--- config.mk ---
export PLATFORM = sky130hd
export DESIGN_NAME = bpi_flash_read_phy_flat
export DESIGN_NICKNAME = d
export VERILOG_FILES = /design/src/rtl/bpi_flash_pkg.sv /design/src/rtl/bpi_flash_read_phy_if.sv /design/src/rtl/bpi_flash_iob_regs.sv /design/src/rtl/bpi_flash_read_phy.sv /design/src/flat_wrapper.sv
export SDC_FILE = /design/constraint.sdc
export NUM_CORES = 1
export LEC_CHECK = 0
export BUFFER_PORTS_ARGS = -buffer_cell sky130_fd_sc_hd__buf_4
export CAP_MARGIN = 20
export CORE_MARGIN = 2
export CORE_UTILIZATION = 47
export DETAILED_ROUTE_END_ITERATION = 10
export PLACE_DENSITY = 0.91
export SLEW_MARGIN = 10
export SYNTH_ARGS = -nofsm -noshare
export SYNTH_HDL_FRONTEND = slang
export SYNTH_SLANG_ARGS = --single-unit
--- constraint.sdc ---
create_clock -name clk -period 2.4 [get_ports clk]
set_input_delay 0.24 -clock clk [delete_from_list [all_inputs] [get_ports clk]]
set_output_delay 0.24 -clock clk [all_outputs]
set_load 0.02 [all_outputs]
--- src/rtl/bpi_flash_pkg.sv ---
// Shared types and sizing helpers for the BPI flash read path.
package bpi_flash_pkg;

  typedef enum logic [2:0] {
    ST_IDLE,
    ST_WAIT,
    ST_DATA,
    ST_NEXT,
    ST_RECOVER
  } bpi_state_t;

  function automatic int bpi_addr_width(input longint mem_size, input int mem_width);
    return $clog2((8 * mem_size) / mem_width);
  endfunction

  function automatic int bpi_cnt_width(input int cycles);
    return $clog2(cycles + 1);
  endfunction

  localparam int C_DEF_READ_CYCLES = 12;
  localparam int C_CNT_WIDTH       = bpi_cnt_width(C_DEF_READ_CYCLES);

endpackage

--- src/rtl/bpi_flash_read_phy_if.sv ---
// Request/response streams and flash pins of the BPI read PHY.
interface bpi_flash_read_phy_if #(
  parameter int C_MEM_WIDTH  = 16,
  parameter int C_ADDR_WIDTH = 26
);
  logic [C_ADDR_WIDTH-1:0] s_axis_addr_tdata;
  logic                    s_axis_addr_tvalid;
  logic                    s_axis_addr_tready;
  logic [C_MEM_WIDTH-1:0]  m_axis_data_tdata;
  logic                    m_axis_data_tvalid;
  logic [C_ADDR_WIDTH-1:0] bpi_addr;
  logic [C_MEM_WIDTH-1:0]  bpi_dq_i;
  logic [C_MEM_WIDTH-1:0]  bpi_dq_t;
  logic                    bpi_ce_n;
  logic                    bpi_oe_n;
  logic                    bpi_we_n;
  logic                    bpi_adv_n;
  logic                    busy;

  modport slave (
    input  s_axis_addr_tdata, s_axis_addr_tvalid, bpi_dq_i,
    output s_axis_addr_tready, m_axis_data_tdata, m_axis_data_tvalid,
           bpi_addr, bpi_dq_t, bpi_ce_n, bpi_oe_n, bpi_we_n, bpi_adv_n, busy
  );

  modport master (
    output s_axis_addr_tdata, s_axis_addr_tvalid, bpi_dq_i,
    input  s_axis_addr_tready, m_axis_data_tdata, m_axis_data_tvalid,
           bpi_addr, bpi_dq_t, bpi_ce_n, bpi_oe_n, bpi_we_n, bpi_adv_n, busy
  );
endinterface

--- src/rtl/bpi_flash_iob_regs.sv ---
// Pad-side registers: address and control pin drivers plus the DQ capture flop,
// kept in one module so they can be packed into the I/O blocks.
module bpi_flash_iob_regs #(
  parameter int C_MEM_WIDTH  = 16,
  parameter int C_ADDR_WIDTH = 26
) (
  input  logic                    clk,
  input  logic                    rst,
  input  logic                    i_load_addr,
  input  logic [C_ADDR_WIDTH-1:0] i_addr,
  input  logic                    i_assert,
  input  logic                    i_release,
  input  logic                    i_capture,
  input  logic [C_MEM_WIDTH-1:0]  i_dq,
  output logic [C_ADDR_WIDTH-1:0] o_addr,
  output logic                    o_ce_n,
  output logic                    o_oe_n,
  output logic                    o_adv_n,
  output logic [C_MEM_WIDTH-1:0]  o_data
);

  logic [C_ADDR_WIDTH-1:0] r_addr;
  logic                    r_ce_n;
  logic                    r_oe_n;
  logic                    r_adv_n;
  logic [C_MEM_WIDTH-1:0]  r_data;

  // Asynchronous reset releases the flash pins without waiting for a clock.
  always_ff @(posedge clk or posedge rst) begin
    if (rst) begin
      r_addr  <= '0;
      r_ce_n  <= 1'b1;
      r_oe_n  <= 1'b1;
      r_adv_n <= 1'b1;
      r_data  <= '0;
    end else begin
      if (i_load_addr) begin
        r_addr <= i_addr;
      end
      if (i_assert) begin
        r_ce_n  <= 1'b0;
        r_oe_n  <= 1'b0;
        r_adv_n <= 1'b0;
      end else if (i_release) begin
        r_ce_n  <= 1'b1;
        r_oe_n  <= 1'b1;
        r_adv_n <= 1'b1;
      end
      if (i_capture) begin
        r_data <= i_dq;
      end
    end
  end

  assign o_addr  = r_addr;
  assign o_ce_n  = r_ce_n;
  assign o_oe_n  = r_oe_n;
  assign o_adv_n = r_adv_n;
  assign o_data  = r_data;

endmodule

--- src/rtl/bpi_flash_read_phy.sv ---
// Asynchronous-read sequencer for parallel BPI NOR flash with burst CE# hold.
// Define BPI_FLASH_PAGE_MODE_EN to use the shorter intra-page access time.
module bpi_flash_read_phy
  import bpi_flash_pkg::*;
#(
  parameter int C_MEM_WIDTH      = 16,
  parameter int C_ADDR_WIDTH     = 26,
  parameter int C_READ_CYCLES    = 12,
  parameter int C_PAGE_CYCLES    = 3,
  parameter int C_PAGE_WORDS     = 16,
  parameter int C_CE_HIGH_CYCLES = 2
) (
  input  logic                clk,
  input  logic                rst,
  bpi_flash_read_phy_if.slave bus
);

  localparam int C_CNT_W = bpi_cnt_width(C_READ_CYCLES);
  localparam int C_REC_W = bpi_cnt_width(C_CE_HIGH_CYCLES);

  bpi_state_t r_state;
  bpi_state_t w_next;

  logic [C_CNT_W-1:0]      r_cnt;
  logic [C_REC_W-1:0]      r_rec;
  logic                    r_valid;
  logic                    r_busy;
  logic                    w_load_addr;
  logic                    w_assert;
  logic                    w_release;
  logic                    w_capture;
  logic                    w_page_hit;
  logic [C_ADDR_WIDTH-1:0] w_addr_q;
  logic [C_MEM_WIDTH-1:0]  w_data_q;

`ifdef BPI_FLASH_PAGE_MODE_EN
  localparam int C_PAGE_BITS = $clog2(C_PAGE_WORDS);

  // Only consulted in ST_NEXT, where CE# has stayed low since the burst began.
  assign w_page_hit = (bus.s_axis_addr_tdata[C_ADDR_WIDTH-1:C_PAGE_BITS] ==
                       w_addr_q[C_ADDR_WIDTH-1:C_PAGE_BITS]);
`else
  assign w_page_hit = 1'b0;
`endif

  always_ff @(posedge clk or posedge rst) begin
    if (rst) begin
      r_state <= ST_IDLE;
    end else begin
      r_state <= w_next;
    end
  end

  always_comb begin
    w_next      = r_state;
    w_load_addr = 1'b0;
    w_assert    = 1'b0;
    w_release   = 1'b0;
    w_capture   = 1'b0;
    case (r_state)
      ST_IDLE: begin
        if (bus.s_axis_addr_tvalid) begin
          w_load_addr = 1'b1;
          w_assert    = 1'b1;
          w_next      = ST_WAIT;
        end
      end
      ST_WAIT: begin
        if (!bus.s_axis_addr_tvalid) begin
          w_release = 1'b1;
          w_next    = ST_RECOVER;
        end else if (r_cnt == '0) begin
          w_capture = 1'b1;
          w_next    = ST_DATA;
        end
      end
      ST_DATA: begin
        w_next = ST_NEXT;
      end
      ST_NEXT: begin
        if (bus.s_axis_addr_tvalid) begin
          w_load_addr = 1'b1;
          w_next      = ST_WAIT;
        end else begin
          w_release = 1'b1;
          w_next    = ST_RECOVER;
        end
      end
      ST_RECOVER: begin
        if (r_rec == '0) begin
          w_next = ST_IDLE;
        end
      end
      default: begin
        w_release = 1'b1;
        w_next    = ST_RECOVER;
      end
    endcase
  end

  // Wait-state and CE#-high counters; reloaded on the transition into their state.
  always_ff @(posedge clk or posedge rst) begin
    if (rst) begin
      r_cnt <= '0;
      r_rec <= '0;
    end else begin
      if (r_state == ST_IDLE && w_load_addr) begin
        r_cnt <= C_CNT_W'(C_READ_CYCLES - 1);
      end else if (r_state == ST_NEXT && w_load_addr) begin
        r_cnt <= w_page_hit ? C_CNT_W'(C_PAGE_CYCLES - 1) : C_CNT_W'(C_READ_CYCLES - 1);
      end else if (r_state == ST_WAIT && r_cnt != '0) begin
        r_cnt <= r_cnt - C_CNT_W'(1);
      end

      if (w_release) begin
        r_rec <= C_REC_W'(C_CE_HIGH_CYCLES - 1);
      end else if (r_state == ST_RECOVER && r_rec != '0) begin
        r_rec <= r_rec - C_REC_W'(1);
      end
    end
  end

  always_ff @(posedge clk or posedge rst) begin
    if (rst) begin
      r_valid <= 1'b0;
      r_busy  <= 1'b0;
    end else begin
      r_valid <= (w_next == ST_DATA);
      r_busy  <= (w_next != ST_IDLE);
    end
  end

  bpi_flash_iob_regs #(
    .C_MEM_WIDTH  (C_MEM_WIDTH),
    .C_ADDR_WIDTH (C_ADDR_WIDTH)
  ) u_iob (
    .clk         (clk),
    .rst         (rst),
    .i_load_addr (w_load_addr),
    .i_addr      (bus.s_axis_addr_tdata),
    .i_assert    (w_assert),
    .i_release   (w_release),
    .i_capture   (w_capture),
    .i_dq        (bus.bpi_dq_i),
    .o_addr      (w_addr_q),
    .o_ce_n      (bus.bpi_ce_n),
    .o_oe_n      (bus.bpi_oe_n),
    .o_adv_n     (bus.bpi_adv_n),
    .o_data      (w_data_q)
  );

  assign bus.bpi_addr           = w_addr_q;
  assign bus.m_axis_data_tdata  = w_data_q;
  assign bus.m_axis_data_tvalid = r_valid;
  assign bus.s_axis_addr_tready = r_valid;
  assign bus.busy               = r_busy;
  assign bus.bpi_we_n           = 1'b1;
  assign bus.bpi_dq_t           = '1;

endmodule

--- src/flat_wrapper.sv ---
// flat-port wrapper written by rule: the top's interface ports become plain ports
module bpi_flash_read_phy_flat import bpi_flash_pkg::*;
#(
  parameter int C_MEM_WIDTH      = 16,
  parameter int C_ADDR_WIDTH     = 26,
  parameter int C_READ_CYCLES    = 12,
  parameter int C_PAGE_CYCLES    = 3,
  parameter int C_PAGE_WORDS     = 16,
  parameter int C_CE_HIGH_CYCLES = 2
)
  (clk, rst, bus_s_axis_addr_tdata, bus_s_axis_addr_tvalid, bus_bpi_dq_i, bus_s_axis_addr_tready, bus_m_axis_data_tdata, bus_m_axis_data_tvalid, bus_bpi_addr, bus_bpi_dq_t, bus_bpi_ce_n, bus_bpi_oe_n, bus_bpi_we_n, bus_bpi_adv_n, bus_busy);
  bpi_flash_read_phy_if #(.C_MEM_WIDTH(C_MEM_WIDTH), .C_ADDR_WIDTH(C_ADDR_WIDTH)) bus_i ();
  input  logic clk;
  input  logic rst;
  input wire logic [$bits(bus_i.s_axis_addr_tdata)-1:0] bus_s_axis_addr_tdata;
  input wire logic [$bits(bus_i.s_axis_addr_tvalid)-1:0] bus_s_axis_addr_tvalid;
  input wire logic [$bits(bus_i.bpi_dq_i)-1:0] bus_bpi_dq_i;
  output wire logic [$bits(bus_i.s_axis_addr_tready)-1:0] bus_s_axis_addr_tready;
  output wire logic [$bits(bus_i.m_axis_data_tdata)-1:0] bus_m_axis_data_tdata;
  output wire logic [$bits(bus_i.m_axis_data_tvalid)-1:0] bus_m_axis_data_tvalid;
  output wire logic [$bits(bus_i.bpi_addr)-1:0] bus_bpi_addr;
  output wire logic [$bits(bus_i.bpi_dq_t)-1:0] bus_bpi_dq_t;
  output wire logic [$bits(bus_i.bpi_ce_n)-1:0] bus_bpi_ce_n;
  output wire logic [$bits(bus_i.bpi_oe_n)-1:0] bus_bpi_oe_n;
  output wire logic [$bits(bus_i.bpi_we_n)-1:0] bus_bpi_we_n;
  output wire logic [$bits(bus_i.bpi_adv_n)-1:0] bus_bpi_adv_n;
  output wire logic [$bits(bus_i.busy)-1:0] bus_busy;
  assign bus_i.s_axis_addr_tdata = bus_s_axis_addr_tdata;
  assign bus_i.s_axis_addr_tvalid = bus_s_axis_addr_tvalid;
  assign bus_i.bpi_dq_i = bus_bpi_dq_i;
  assign bus_s_axis_addr_tready = bus_i.s_axis_addr_tready;
  assign bus_m_axis_data_tdata = bus_i.m_axis_data_tdata;
  assign bus_m_axis_data_tvalid = bus_i.m_axis_data_tvalid;
  assign bus_bpi_addr = bus_i.bpi_addr;
  assign bus_bpi_dq_t = bus_i.bpi_dq_t;
  assign bus_bpi_ce_n = bus_i.bpi_ce_n;
  assign bus_bpi_oe_n = bus_i.bpi_oe_n;
  assign bus_bpi_we_n = bus_i.bpi_we_n;
  assign bus_bpi_adv_n = bus_i.bpi_adv_n;
  assign bus_busy = bus_i.busy;
  bpi_flash_read_phy #(.C_MEM_WIDTH(C_MEM_WIDTH), .C_ADDR_WIDTH(C_ADDR_WIDTH), .C_READ_CYCLES(C_READ_CYCLES), .C_PAGE_CYCLES(C_PAGE_CYCLES), .C_PAGE_WORDS(C_PAGE_WORDS), .C_CE_HIGH_CYCLES(C_CE_HIGH_CYCLES)) u_core (.clk(clk), .rst(rst), .bus(bus_i));
endmodule
# Word-level counts from Yosys, hierarchy flattened
# Index checks and enable logic that the tools add are counted.
# Widths: inputs -> output; s select.
[op_classes]
add_sub_neg = 2
mul = 0
div = 0
n_lt_le_gt_ge = 0
eq_ne = 5
shifts = 0
muxes = 21
n_bitwise = 0
n_reduce_logical = 16
[op_table]
columns = ["cell", "n"]
rows = [
  ["$mux 3", 5],
  ["$pmux 3 s5", 1],
  ["$mux 4", 3],
  ["$eq 3x2->1 const B", 3],
  ["$mux 1", 9],
  ["$reduce_bool 2->1", 3],
  ["$reduce_bool 3->1", 2],
  ["$logic_and 1x1->1", 4],
  ["$logic_not 4->1", 1],
  ["$mux 2", 2],
  ["$reduce_bool 4->1", 1],
  ["$reduce_or 2->1", 2],
  ["$sub 4x1->4 const B", 1],
  ["$eq 3x1->1 const B", 1],
  ["$eq 3x3->1 const B", 1],
  ["$logic_not 3->1", 1],
  ["$reduce_or 3->1", 1],
  ["$logic_not 2->1", 1],
  ["$pmux 1 s2", 1],
  ["$sub 2x1->2 const B", 1],
]
[word_totals]
register_bits = 54
latchBits = 0
ramBits = 0
romBits = 0
output_inout_bits = 65
elab_cells = 52
memories = 0

# Depth between registers and ports, before layout
[depth]
word_depth = 6
mapped_depth = 7
mapped_depth_nobuf = 6

# By module
# Synthesis repeated with hierarchy kept, for this count alone.
[hier_totals]
cells_unflattened = 176
area_unflattened_um2 = 2501.1
[modules_own_cells]
columns = ["module", "n_inst", "cells_each", "area_each_um2"]
rows = [
  ["bpi_flash_iob_regs", 1, 94, 1769.2],
  ["bpi_flash_read_phy", 1, 82, 732.0],
]

# Worst setup path before layout
# No wires, ideal clock.
[synth_path]
path_kind = "register to register"
start = "register u_core.r_cnt[0]"
end = "register u_core.u_iob.r_data[0] (netlist: u_core.u_iob.o_data[0])"
setup_time_ns = 0.125
arrival_time_ns = 1.535
required_ns = 2.275
slack_ns = 0.740
path_stages_with_launch = 8
n_path_buf = 2
path_cell_list = "dfrtp_1 -> inv_1 -> ha_1 -> nor4b_2 -> and2_1 -> buf_6 -> buf_12 -> mux2_4"
[synth_between]
elab_chain_cells = 4
[synth_rtl]
columns = ["element", "line_no", "text"]
rows = [
  ["from (decl)", "bpi_flash_read_phy.sv:24", "logic [C_CNT_W-1:0] r_cnt;"],
  ["from (signal assigned)", "bpi_flash_read_phy.sv:108", "r_cnt <= C_CNT_W'(C_READ_CYCLES - 1);"],
  ["from (signal assigned)", "bpi_flash_read_phy.sv:110", "r_cnt <= w_page_hit ? C_CNT_W'(C_PAGE_CYCLES - 1) : C_CNT_W'(C_READ_CYCLES - 1);"],
  ["from (signal assigned)", "bpi_flash_read_phy.sv:112", "r_cnt <= r_cnt - C_CNT_W'(1);"],
  ["$logic_not 4->1", "bpi_flash_read_phy.sv:72", "end else if (r_cnt == '0) begin"],
  ["$mux 1", "bpi_flash_read_phy.sv:72", ""],
  ["$mux 1", "bpi_flash_read_phy.sv:69", "if (!bus.s_axis_addr_tvalid) begin"],
  ["$mux 1", "bpi_flash_read_phy.sv:60", "case (r_state)"],
  ["to (signal assigned)", "bpi_flash_iob_regs.sv:50", "r_data <= i_dq;"],
  ["to (decl)", "bpi_flash_iob_regs.sv:26", "logic [C_MEM_WIDTH-1:0] r_data;"],
]
# No other way between the ends.
# A chain may end at the register's enable or synchronous reset.

# Worst setup path after layout
[layout_path]
start = "register u_core.r_cnt[0]"
end = "register u_core.u_iob.r_data[13] (netlist: u_core.u_iob.o_data[13])"
# Same word-level chain as after synthesis.

==> summary.txt <==
status: finished, final reports clean
worst min-delay path class: in2reg
Post-Syn Area per Cell: 13.8 µm²
Via density: 4.71
drt first-iter violations: 55
drt drc: 0
CTS Buffer Depth: 2
reg-to-reg startpoint: u_core.r_cnt[0]
worst-path fanout max: 8
post-layout util: 63.1%
Final HPWL DP: 3.38 mm
worst reg2reg endpoint: u_core.u_iob.o_data[13]
sequential fraction of the synthesis area: 56.1%
final worst-path cycle share: 80.8%
RSZ-0062 raised after global routing: false
Finished Layout Cells: 340
nets@finish: 316
clock power share: 14.9%
postcts setup bufs: 0
Yosys cell types: 37
DIE AREA: 5720 µm²
total congestion overflow: 0
yosys warns: 0
Req. time, crit path: 2610 ps
clk_lat worst skew: 310 ps
CP top delay family: simple AND/OR/NAND/NOR gates
Buf+Inv Stages, Crit Path: 2
CP max stage delay: 420 ps
CTS tree: built
Tmin final: 1940 ps
global-route wire length before repair: 6.75 mm
final max-slew violation count: 0
TritonCTS Buffers: 5
worst hold slack: 136 ps
Final ANT Viol Nets: 0
relative slew slack: 64.4%
Ant. Diodes: 0
total length of routed wires: 4.36 mm
layout cell share with drive strength beyond 1: 50.7%
CP Cell Sequence: inv_1 -> ha_1 -> nor4b_2 -> and2_1 -> buf_4 -> mux2_4
Final setup violation count: 0
Combinational Power Share: 43.9%
Mapped Cells: 175
CP endpoint: u_core.u_iob.o_data[13]
placed cells: 331
Seq pwr share: 41.2%
Root Driver: clkbuf_8
# fillers: 369
WP depth: 6
worst slew pin tran: 534 ps
Crit. Startpoint: u_core.r_cnt[0]
skew final: 13.8 ps
TritonRoute pass-1 iters: 4
CTS Sinks: 54
initial antenna violation count: 0
core area: 5040 µm²
Worst Path Arrival: 2150 ps
H-tree depth: 2
placer congestion estimate: 0.823
number of port buffers: 92
Hold Crit Start: bus_s_axis_addr_tdata[2]
Worst R2R Setup Slack: 460 ps
# rows: 26
vias post-DR: 1603
Worst Setup End Kind: flop
mapped cell area: 2410 µm²
final hold viol count: 0
Achievable Freq: 515 MHz
Die H: 75.6 µm
Pwr Density: 1110 nW/µm²
Max VDD drop: 0.000551 V
Switch Pwr: 1.31 mW
I/O pins: 110
critical setup path kind: reg2reg
die extent in x: 75.6 µm
WL/cell: 12.8 µm
switch share: 37.2%
P_leak: 1.61 nW
Reg2Reg Depth: 6
FF+latch count, synth: 54
Area growth, synth to finish: 31.9%
Initial Util: 47.8%
clock-pin slew on the worst setup and hold paths: 110 ps
MaxCap Viol Count: 0
vias in the first global route: 1449
slowest cell on the critical path: dfrtp_1
critical path launch point type: flop
pin count of the biggest net entering global routing: 28
Total GRT Usage: 15.6%
setup TNS: 0 ps
cell internal pwr: 2.21 mW
-- power by group through the flow --
stage                     Combinational [mW]  Clock (mW)  Sequential, mW
after floorplan                        0.662           0            1.78
after global placement                  1.53           0            1.46
after detailed placement                1.56           0            1.47
after CTS                               1.57       0.541            1.46
after global routing                    1.69       0.580            1.50
final                                   1.55       0.524            1.45
-- cells in the final DEF, fill, tap and decap left out, types with 2 or more instances in the layout --
cell / instances
mux2_4: 8
mux2i_1: 2
inv_1: 6
conb_1: 17
mux2_1: 18
a21oi_1: 6
ha_1: 2
clkinv_4: 2
nor2_1: 4
inv_2: 2
nand2b_1: 3
buf_4: 97
mux2_2: 16
clkbuf_8: 5
nor3_1: 2
dfrtp_1: 53
o21ai_0: 6
-- cells in the mapped netlist --
| master | n | share of area, % |
|---|---|---|
| dfstp_2 | 1 | 1.1 |
| nor4_2 | 1 | 0.52 |
| a21oi_1 | 6 | 1.2 |
| nand2b_1 | 3 | 0.78 |
| buf_4 | 23 | 7.2 |
| mux2_4 | 8 | 5.0 |
| buf_2 | 2 | 0.41 |
| buf_12 | 1 | 0.83 |
| nand2b_2 | 1 | 0.36 |
| xnor2_1 | 1 | 0.36 |
| nor2_4 | 1 | 0.47 |
| nor3_1 | 2 | 0.41 |
| buf_6 | 1 | 0.47 |
| nor2_1 | 4 | 0.62 |
| inv_2 | 1 | 0.16 |
| conb_1 | 1 | 0.16 |
| a221oi_1 | 1 | 0.36 |
| nor3b_1 | 1 | 0.31 |
| nand3_1 | 1 | 0.21 |
| o21ai_0 | 6 | 1.2 |
| ha_1 | 2 | 1.0 |
| and2_1 | 1 | 0.26 |
| o211a_1 | 1 | 0.41 |
| mux2_1 | 18 | 8.4 |
| nor4b_2 | 1 | 0.62 |
| inv_1 | 7 | 1.1 |
| o221ai_1 | 1 | 0.36 |
| xor2_2 | 1 | 0.67 |
| o211ai_1 | 1 | 0.31 |
| nand2_1 | 1 | 0.16 |
| dfrtp_1 | 53 | 55 |
| or4_1 | 1 | 0.31 |
| mux2i_1 | 2 | 0.83 |
| mux2_2 | 16 | 7.5 |
| o21a_1 | 1 | 0.31 |
| a31o_1 | 1 | 0.36 |
| nor2b_1 | 1 | 0.26 |
-- stage by stage --
step / setup WS (ps) / total power, mW / area (µm²)
2_1_floorplan: 740 / 2.44 / 2470
3_3_place_gp: 509 / 2.99 / 3070
3_5_place_dp: 430 / 3.04 / 3070
4_1_cts: 434 / 3.57 / 3180
5_1_grt: 314 / 3.77 / 3180
6_report: 460 / 3.52 / 3180
-- logic make-up (layout without fill, tap and decap cells) --
| kind of cell | count (synthesis) | in the layout | synth area share [%] |
|---|---|---|---|
| buffers and inverters | 35 | 114 | 10.1 |
| AND/OR/NAND/NOR | 19 | 19 | 5.29 |
| AO/OA/AOI/OAI | 18 | 18 | 4.62 |
| multiplexers | 44 | 44 | 21.7 |
| other | 1 | 17 | 0.155 |
| adder cells (fa/ha/maj) | 2 | 2 | 1.04 |
| XOR/XNOR | 2 | 2 | 1.04 |
| flip-flops | 54 | 54 | 56.1 |
-- state kept, by name (all words and copies together), names as in the netlist --
name / count
u_core.bus.busy: 1
u_core.bus.m_axis_data_tvalid: 1
u_core.r_cnt: 4
u_core.r_rec: 2
u_core.r_state: 3
u_core.u_iob.o_addr: 26
u_core.u_iob.o_adv_n: 1
u_core.u_iob.o_data: 16
-- final cells by class --
cell class / count / area, µm² / area share (%)
Clock buffer: 5 / 68.8 / 2.16
Timing Repair Buffer: 98 / 738 / 23.2
Tap cell: 70 / 87.6 / 2.75
Multi-Input combinational cell: 102 / 876 / 27.5
Sequential cell: 54 / 1350 / 42.5
Clock inverter: 3 / 28.8 / 0.904
Inverter: 8 / 30.0 / 0.944
-- routing by layer --
metal / up-vias / GRT usage, % / part of all wire, %
li1: 755 / - / -
met1: 771 / 18.5 / 40
met2: 73 / 27.9 / 51
met3: 4 / 3.57 / 8.0
met4: 0 / 5.26 / 0.62
met5: - / 0 / 0
-- worst min-delay path by stage --
stage | cells after the start | end
after floorplan | 1 | u_core.u_iob.o_addr[0]
after global placement | 2 | u_core.u_iob.o_addr[13]
after detailed placement | 2 | u_core.u_iob.o_addr[14]
after CTS | 2 | u_core.u_iob.o_addr[2]
after global routing | 2 | u_core.u_iob.o_addr[2]
final | 2 | u_core.u_iob.o_addr[2]
-- repair_timing --
| action | CTS | global route |
|---|---|---|
| resized for setup | 0 | 0 |
| hold buffers | 1 | 0 |
| hold endpoints to repair | 25 | 0 |
No activity file was read; power rests on OpenSTA's default activity.
